<file path="config.mk">
export PLATFORM = sky130hd
export DESIGN_NAME = ts_packet_arbiter
export DESIGN_NICKNAME = d
export VERILOG_FILES = /design/src/rtl/ts_pkg.sv /design/src/rtl/ts_packet_arbiter_rr_next4.sv /design/src/rtl/ts_packet_arbiter.sv
export SDC_FILE = /design/constraint.sdc
export NUM_CORES = 1
export LEC_CHECK = 0
export BUFFER_PORTS_ARGS = -buffer_cell sky130_fd_sc_hd__buf_2
export CORE_ASPECT_RATIO = 0.8
export CORE_MARGIN = 5
export CORE_UTILIZATION = 45
export CTS_CLUSTER_SIZE = 16
export DETAILED_ROUTE_END_ITERATION = 10
export GPL_TIMING_DRIVEN = 1
export HOLD_SLACK_MARGIN = 0.02
export PLACE_DENSITY = 0.73
export SYNTH_ARGS = -nofsm -noshare
export SYNTH_HDL_FRONTEND = slang
export SYNTH_SLANG_ARGS = --single-unit
</file>
<file path="constraint.sdc">
create_clock -name clk -period 2.3 [get_ports clk]
set_clock_uncertainty 0.2 [all_clocks]
set_input_delay 0.46 -clock clk [delete_from_list [all_inputs] [get_ports clk]]
set_output_delay 0.46 -clock clk [all_outputs]
set_load 0.05 [all_outputs]
</file>
<file path="src/rtl/ts_pkg.sv">
// Shared transport-stream definitions used by every TS block:
// default packet length, the MPEG-TS sync byte and the arbiter FSM encoding.
package ts_pkg;

    localparam int TS_PKT_LEN = 188;

    localparam logic [7:0] SYNC_BYTE = 8'h47;

    typedef enum logic [1:0] {
        SELECT     = 2'd0,
        WAIT_START = 2'd1,
        FORWARD    = 2'd2
    } ts_arb_state_t;

endpackage

</file>
<file path="src/rtl/ts_packet_arbiter_rr_next4.sv">
// Four-way round-robin pointer: picks the first set bit of mask strictly
// after last in cyclic order (last itself is considered only after the
// other three). any is low when mask is empty, in which case next = last.
module rr_next4
    import ts_pkg::*;
(
    input  logic [3:0] mask,
    input  logic [1:0] last,
    output logic [1:0] next,
    output logic       any
);

    logic [1:0] cand;

    // Scan from furthest to nearest so the nearest enabled channel wins
    always_comb begin
        next = last;
        any  = 1'b0;
        cand = last;
        for (int i = 4; i >= 1; i--) begin
            cand = last + 2'(i);
            if (mask[cand]) begin
                next = cand;
                any  = 1'b1;
            end
        end
    end

endmodule

</file>
<file path="src/rtl/ts_packet_arbiter.sv">
// Packet-granular round-robin arbiter that shares one TS output among four
// byte streams. Non-granted streams are dropped; a granted channel that never
// produces a sync within TIMEOUT cycles is flagged in the sticky lost vector.
module ts_packet_arbiter
    import ts_pkg::*;
#(
    parameter int PKT_LEN = TS_PKT_LEN,
    parameter int TIMEOUT = 400
) (
    input  logic       clk,
    input  logic       rst,
    input  logic [7:0] ts_in_1,
    input  logic [7:0] ts_in_2,
    input  logic [7:0] ts_in_3,
    input  logic [7:0] ts_in_4,
    input  logic       pkt_start_1,
    input  logic       pkt_start_2,
    input  logic       pkt_start_3,
    input  logic       pkt_start_4,
    input  logic [3:0] ch_enable,
    input  logic       clear_lost,
    output logic [7:0] ts_out,
    output logic       ts_valid,
    output logic       ts_sop,
    output logic       ts_eop,
    output logic       ts_abort,
    output logic [1:0] grant,
    output logic [3:0] lost
);

    localparam int BW = $clog2(PKT_LEN + 1);
    localparam int TW = $clog2(TIMEOUT + 1);
    localparam logic [BW-1:0] LAST_BYTE = BW'(PKT_LEN);
    localparam logic [BW-1:0] ONE_BYTE  = BW'(1);
    localparam logic [TW-1:0] TMO_LAST  = TW'(TIMEOUT - 1);

    ts_arb_state_t state, state_nxt;
    logic [1:0]    last_grant, last_grant_nxt;
    logic [1:0]    grant_nxt;
    logic [BW-1:0] byte_cnt, byte_cnt_nxt, byte_next;
    logic [TW-1:0] tmo_cnt, tmo_cnt_nxt;
    logic [3:0]    lost_nxt;
    logic          lost_set;

    logic [7:0]    sel_byte;
    logic          sel_start;
    logic [1:0]    rr_next;
    logic          rr_any;

    logic [7:0]    out_byte;
    logic          out_valid, out_sop, out_eop, out_abort;

    rr_next4 u_rr (
        .mask (ch_enable),
        .last (last_grant),
        .next (rr_next),
        .any  (rr_any)
    );

    assign byte_next = byte_cnt + ONE_BYTE;

    // Route the granted channel's byte and sync marker; others are ignored
    always_comb begin
        sel_byte  = ts_in_1;
        sel_start = pkt_start_1;
        case (grant)
            2'd0: begin sel_byte = ts_in_1; sel_start = pkt_start_1; end
            2'd1: begin sel_byte = ts_in_2; sel_start = pkt_start_2; end
            2'd2: begin sel_byte = ts_in_3; sel_start = pkt_start_3; end
            default: begin sel_byte = ts_in_4; sel_start = pkt_start_4; end
        endcase
    end

    // State, grant bookkeeping and counters
    always_ff @(posedge clk or negedge rst) begin
        if (!rst) begin
            state      <= SELECT;
            last_grant <= 2'd3;
            grant      <= 2'd0;
            byte_cnt   <= '0;
            tmo_cnt    <= '0;
            lost       <= 4'b0000;
        end else begin
            state      <= state_nxt;
            last_grant <= last_grant_nxt;
            grant      <= grant_nxt;
            byte_cnt   <= byte_cnt_nxt;
            tmo_cnt    <= tmo_cnt_nxt;
            lost       <= lost_nxt;
        end
    end

    // Next-state logic; ch_enable only matters before forwarding begins
    always_comb begin
        state_nxt      = state;
        last_grant_nxt = last_grant;
        grant_nxt      = grant;
        byte_cnt_nxt   = byte_cnt;
        tmo_cnt_nxt    = tmo_cnt;
        lost_set       = 1'b0;
        case (state)
            SELECT: begin
                byte_cnt_nxt = '0;
                tmo_cnt_nxt  = '0;
                if (rr_any) begin
                    grant_nxt = rr_next;
                    state_nxt = WAIT_START;
                end
            end
            WAIT_START: begin
                if (!ch_enable[grant]) begin
                    last_grant_nxt = grant;
                    tmo_cnt_nxt    = '0;
                    state_nxt      = SELECT;
                end else if (sel_start) begin
                    byte_cnt_nxt = ONE_BYTE;
                    tmo_cnt_nxt  = '0;
                    if (LAST_BYTE == ONE_BYTE) begin
                        last_grant_nxt = grant;
                        state_nxt      = SELECT;
                    end else begin
                        state_nxt = FORWARD;
                    end
                end else if (tmo_cnt == TMO_LAST) begin
                    lost_set       = 1'b1;
                    last_grant_nxt = grant;
                    tmo_cnt_nxt    = '0;
                    state_nxt      = SELECT;
                end else begin
                    tmo_cnt_nxt = tmo_cnt + TW'(1);
                end
            end
            FORWARD: begin
                if (sel_start) begin
                    last_grant_nxt = grant;
                    byte_cnt_nxt   = '0;
                    state_nxt      = SELECT;
                end else begin
                    byte_cnt_nxt = byte_next;
                    if (byte_next == LAST_BYTE) begin
                        last_grant_nxt = grant;
                        state_nxt      = SELECT;
                    end
                end
            end
            default: begin
                state_nxt = SELECT;
            end
        endcase
        lost_nxt = (clear_lost ? 4'b0000 : lost)
                 | (lost_set ? (4'b0001 << grant) : 4'b0000);
    end

    // Output decode for the byte currently presented on the granted input
    always_comb begin
        out_byte  = 8'h00;
        out_valid = 1'b0;
        out_sop   = 1'b0;
        out_eop   = 1'b0;
        out_abort = 1'b0;
        case (state)
            WAIT_START: begin
                if (ch_enable[grant] && sel_start) begin
                    out_byte  = sel_byte;
                    out_valid = 1'b1;
                    out_sop   = 1'b1;
                    out_eop   = (LAST_BYTE == ONE_BYTE);
                end
            end
            FORWARD: begin
                if (sel_start) begin
                    out_abort = 1'b1;
                end else begin
                    out_byte  = sel_byte;
                    out_valid = 1'b1;
                    out_eop   = (byte_next == LAST_BYTE);
                end
            end
            default: begin
            end
        endcase
    end

    // Register the output so every byte leaves one cycle after it arrived
    always_ff @(posedge clk or negedge rst) begin
        if (!rst) begin
            ts_out   <= 8'h00;
            ts_valid <= 1'b0;
            ts_sop   <= 1'b0;
            ts_eop   <= 1'b0;
            ts_abort <= 1'b0;
        end else begin
            ts_out   <= out_byte;
            ts_valid <= out_valid;
            ts_sop   <= out_sop;
            ts_eop   <= out_eop;
            ts_abort <= out_abort;
        end
    end

endmodule
</file>
==> out/results.tsv <==
stage	metric	value	unit
placed_design	Detailed Place HPWL	4212	um
floorplanning	Row Count	22	
drt	Avg WL per Cell	15.30	um
yosys	Gate Count Post-Synth	215	
setup_path	Critical R2R Capture	last_grant[1]	
yosys	Top FF cell, synth	dfrtp_1	
drt	Pre-Repair DR Iteration Count	4	
cells_and_area	antenna cell count	0	
setup_path	crit path DAT	2.35	ns
yosys	Synth Area per Inst	10.36	um^2
setup_path	RR Startpoint	byte_cnt[0]	
timing	worst-margin pin slew	0.6991	ns
setup_path	Critical Path RT	2.32	ns
placed_design	RD Place Congestion	0.8439	
timing	worst hold margin	-0.008020	ns
clock_network	clk_lat worst skew	0.29	ns
floorplanning	I/O pins	61	
placed_design	I/O Buffers	60	
global_routing	largest net degree at the start of global routing	31	
timing	Slew Limit Fails	0	
global_routing	initial antenna violation count	0	
floorplanning	DIE WIDTH	88.66	um
cells_and_area	Syn-to-layout area delta	34.66	%
yosys	Post-synth EDFFs	0	
setup_path	Slowest-stage cell, CP	dfrtp_2	
clock_network	TritonCTS Sinks	39	
floorplanning	core area	0.004679	mm^2
clock_network	CTS tree	built	
setup_path	Buf/Inv on CP	0	
yosys	Syn Nets	265	
setup_path	Critical Path End	last_grant[1]	
yosys	Synthesis Warnings	0	
timing	Hold Fails Final Rpt	12	
setup_path	Crit Path Max Fanout	5	
cells_and_area	Fillers	377	
setup_path	Worst R2R Path Depth	6	
timing	fin crit period	2.338	ns
timing	unrepaired setup endpoints after global routing	true	
drt	vias per inst	5.367	
clock_network	CTS Hold Bufs	0	
cells_and_area	number of nets in the final layout	354	
global_routing	gr usage total	0.1772	
power_and_ir_drop	Power, Total	3.100	mW
setup_path	element type at the critical path end	flip-flop	
floorplanning	Die Y	72.93	um
setup_path	Critical Path Source	byte_cnt[0]	
setup_path	flop2flop setup slack	-0.04	ns
yosys	register area share after synthesis	0.4393	
flow_run	total of max-cap violations	0	
yosys	Seq cells post-synth	39	
setup_path	startpoint types	flip-flop	
outcome	failing checks	negative hold slack, negative setup slack	
drt	initial DRC count	108	
setup_path	crit-path max cell delay	0.45	ns
power_and_ir_drop	Power Density	1033	mW/mm^2
power_and_ir_drop	maximum VDD drop	677.8	uV
clock_network	H-tree Lvls	2	
drt	DRT Wirelength	5585	um
floorplanning	die area	0.006465	mm^2
timing	Setup WS post-layout	-0.03810	ns
timing	fin crit share	1.017	
cells_and_area	layout cells sized above 1	0.4262	
setup_path	Setup CP Type	reg -> reg	
timing	Final setup viols	4	
clock_network	Longest Clk Path Bufs	2	
yosys	Unique masters post-synth	51	
hold_path	hold crit path type	in -> async	
clock_network	clock-pin slew on the worst setup and hold paths	0.08	ns
setup_path	critical path depth	6	
timing	Slew HR	0.5296	
outcome	outcome	complete, but fails checks	
yosys	Post-synth ARST share	1.000	
setup_path	crit-path cells	ha_4 > a21o_1 > a211o_1 > a221o_1 > a221oi_4 > mux2_4	
clock_network	Inserted Clock Buffers	5	
floorplanning	Initial Util	0.4759	
global_routing	first-pass GRT wire length	9018	um
setup_path	family with the most delay on the worst path	compound AO/OA/AOI/OAI gates	
global_routing	grt ovf	0	
yosys	Post-Syn Area	0.002227	mm^2
drt	post-route ant nets	0	
power_and_ir_drop	LEAKAGE	1.455	nW
timing	Fmax achieved	0.4277	GHz
clock_network	Root Buffer	clkbuf_8	
drt	DRC errors left	0	
drt	Vias	1959	
global_routing	vias in the first global route	1941	
-- how the worst min path moves through the flow --
stage / from / to / slack [ns] / cells past startpoint
after floorplan: rst / byte_cnt[0] / -0.04 / 0
after global placement: tmo_cnt[3] / tmo_cnt[3] / 0.28 / 1
after detailed placement: tmo_cnt[2] / tmo_cnt[2] / 0.30 / 1
after CTS: rst / byte_cnt[7] / 0.02 / 1
after global routing: rst / byte_cnt[7] / 0.05 / 1
final: rst / byte_cnt[7] / -0.008 / 1
-- through the flow --
| stage | TNS [ns] | setup slack (ns) | std cells | instance area [um^2] | util |
|---|---|---|---|---|---|
| after global routing | -0.3569 | -0.09474 | 365 | 2999 | 0.6409 |
| after CTS | -0.07743 | -0.04185 | 365 | 2950 | 0.6305 |
| after detailed placement | -0.9224 | -0.1107 | 354 | 2803 | 0.5989 |
| after global placement | -0.3552 | -0.06995 | 354 | 2803 | 0.5989 |
| final | -0.08886 | -0.03810 | 365 | 2999 | 0.6409 |
| after floorplan | -1.434 | -0.2142 | 215 | 2268 | - |
-- registers in the layout, indices dropped and copies added (netlist names), 2 cells and up --
register    cells
tmo_cnt         9
byte_cnt        8
ts_out          8
lost            4
grant           2
last_grant      2
state           2
-- what timing repair did --
item                                    4_1_cts  5_1_grt
cloned                                        1        0
resized for setup                             3       15
hold endpoints to repair                      0        0
pin swaps                                     3        3
buffers inserted                              2        0
endpoints found under the setup margin        7       10
-- final cells by class --
class                      instances  area [um^2]  share of cell area
clock buffer                       6        82.58             0.02753
clock inverter                     2        35.03             0.01168
inverter                          12        45.04             0.01502
multi-input combinational        156         1252              0.4176
sequential                        39        983.4              0.3279
tap                               60        75.07             0.02503
timing repair buffer              90        525.5              0.1752
-- cell usage in the layout (no fill, tap or decap), types with 5 or more instances in the layout --
cell,synthesis,routed
clkbuf_8,0,6
a21oi_1,11,11
nand3_1,7,7
nor2b_1,10,9
nand2_1,17,17
buf_2,2,60
dfrtp_1,37,33
buf_4,0,30
a31oi_1,7,7
and3_1,6,6
mux4_2,5,5
mux4_1,5,5
nor2_1,12,10
o21ai_0,14,11
inv_1,12,10
-- worst reg2reg max path: cells and delay by family, from the launching register on --
kind	cells	cell delay [ns]
compound gates	4	1.11
fa+ha+maj	1	0.18
flops	1	0.45
mux	1	0.33
-- routing by layer --
metal | track usage | part of all wire | wire length [um]
met1 | 0.2509 | 0.47 | 2608
met2 | 0.2735 | 0.46 | 2577
met3 | 0.03612 | 0.056 | 313
met4 | 0.05369 | 0.015 | 85
met5 | 0 | 0 | 0
-- power breakdown --
| group | internal [mW] | total, mW | leakage, nW | switching [mW] |
|---|---|---|---|---|
| Clock | 0.351 | 0.598 | 0.0612 | 0.247 |
| Sequential | 0.826 | 0.937 | 0.523 | 0.110 |
| Combinational | 0.692 | 1.56 | 0.870 | 0.873 |
| Total | 1.87 | 3.10 | 1.45 | 1.23 |
-- cells in the mapped netlist (all sizes together), types with 2 or more instances --
cell	instances	share of area
a31oi	7	0.020
mux2i	2	0.0090
inv	12	0.020
a22o	2	0.0079
nand2	17	0.029
a211o	3	0.012
o21ai	15	0.034
a21oi	11	0.025
a221oi	3	0.012
mux4	10	0.11
nor2b	10	0.028
or3b	2	0.0079
or2	5	0.014
dfrtp	37	0.42
dfstp	2	0.024
ha	7	0.039
o31ai	4	0.013
nand3	7	0.016
mux2	2	0.010
and3	6	0.017
buf	4	0.011
nor4	2	0.0056
clkbuf	5	0.0084
nor2	13	0.023
nand3b	2	0.0067
or3	5	0.014
nand2b	2	0.0056
o22ai	2	0.0056
-- logic make-up (layout without fill, tap and decap cells) --
| kind of cell | count (synthesis) | count (layout) | synth area share |
|---|---|---|---|
| AND/OR/NAND/NOR | 79 | 80 | 0.1944 |
| AO/OA/AOI/OAI | 54 | 54 | 0.1545 |
| flip-flops | 39 | 39 | 0.4393 |
| buffers and inverters | 21 | 110 | 0.03989 |
| multiplexers | 14 | 14 | 0.1287 |
| adder cells (fa/ha/maj) | 7 | 7 | 0.03932 |
| XOR/XNOR | 1 | 1 | 0.003933 |
(Power assumes the default switching activity.)
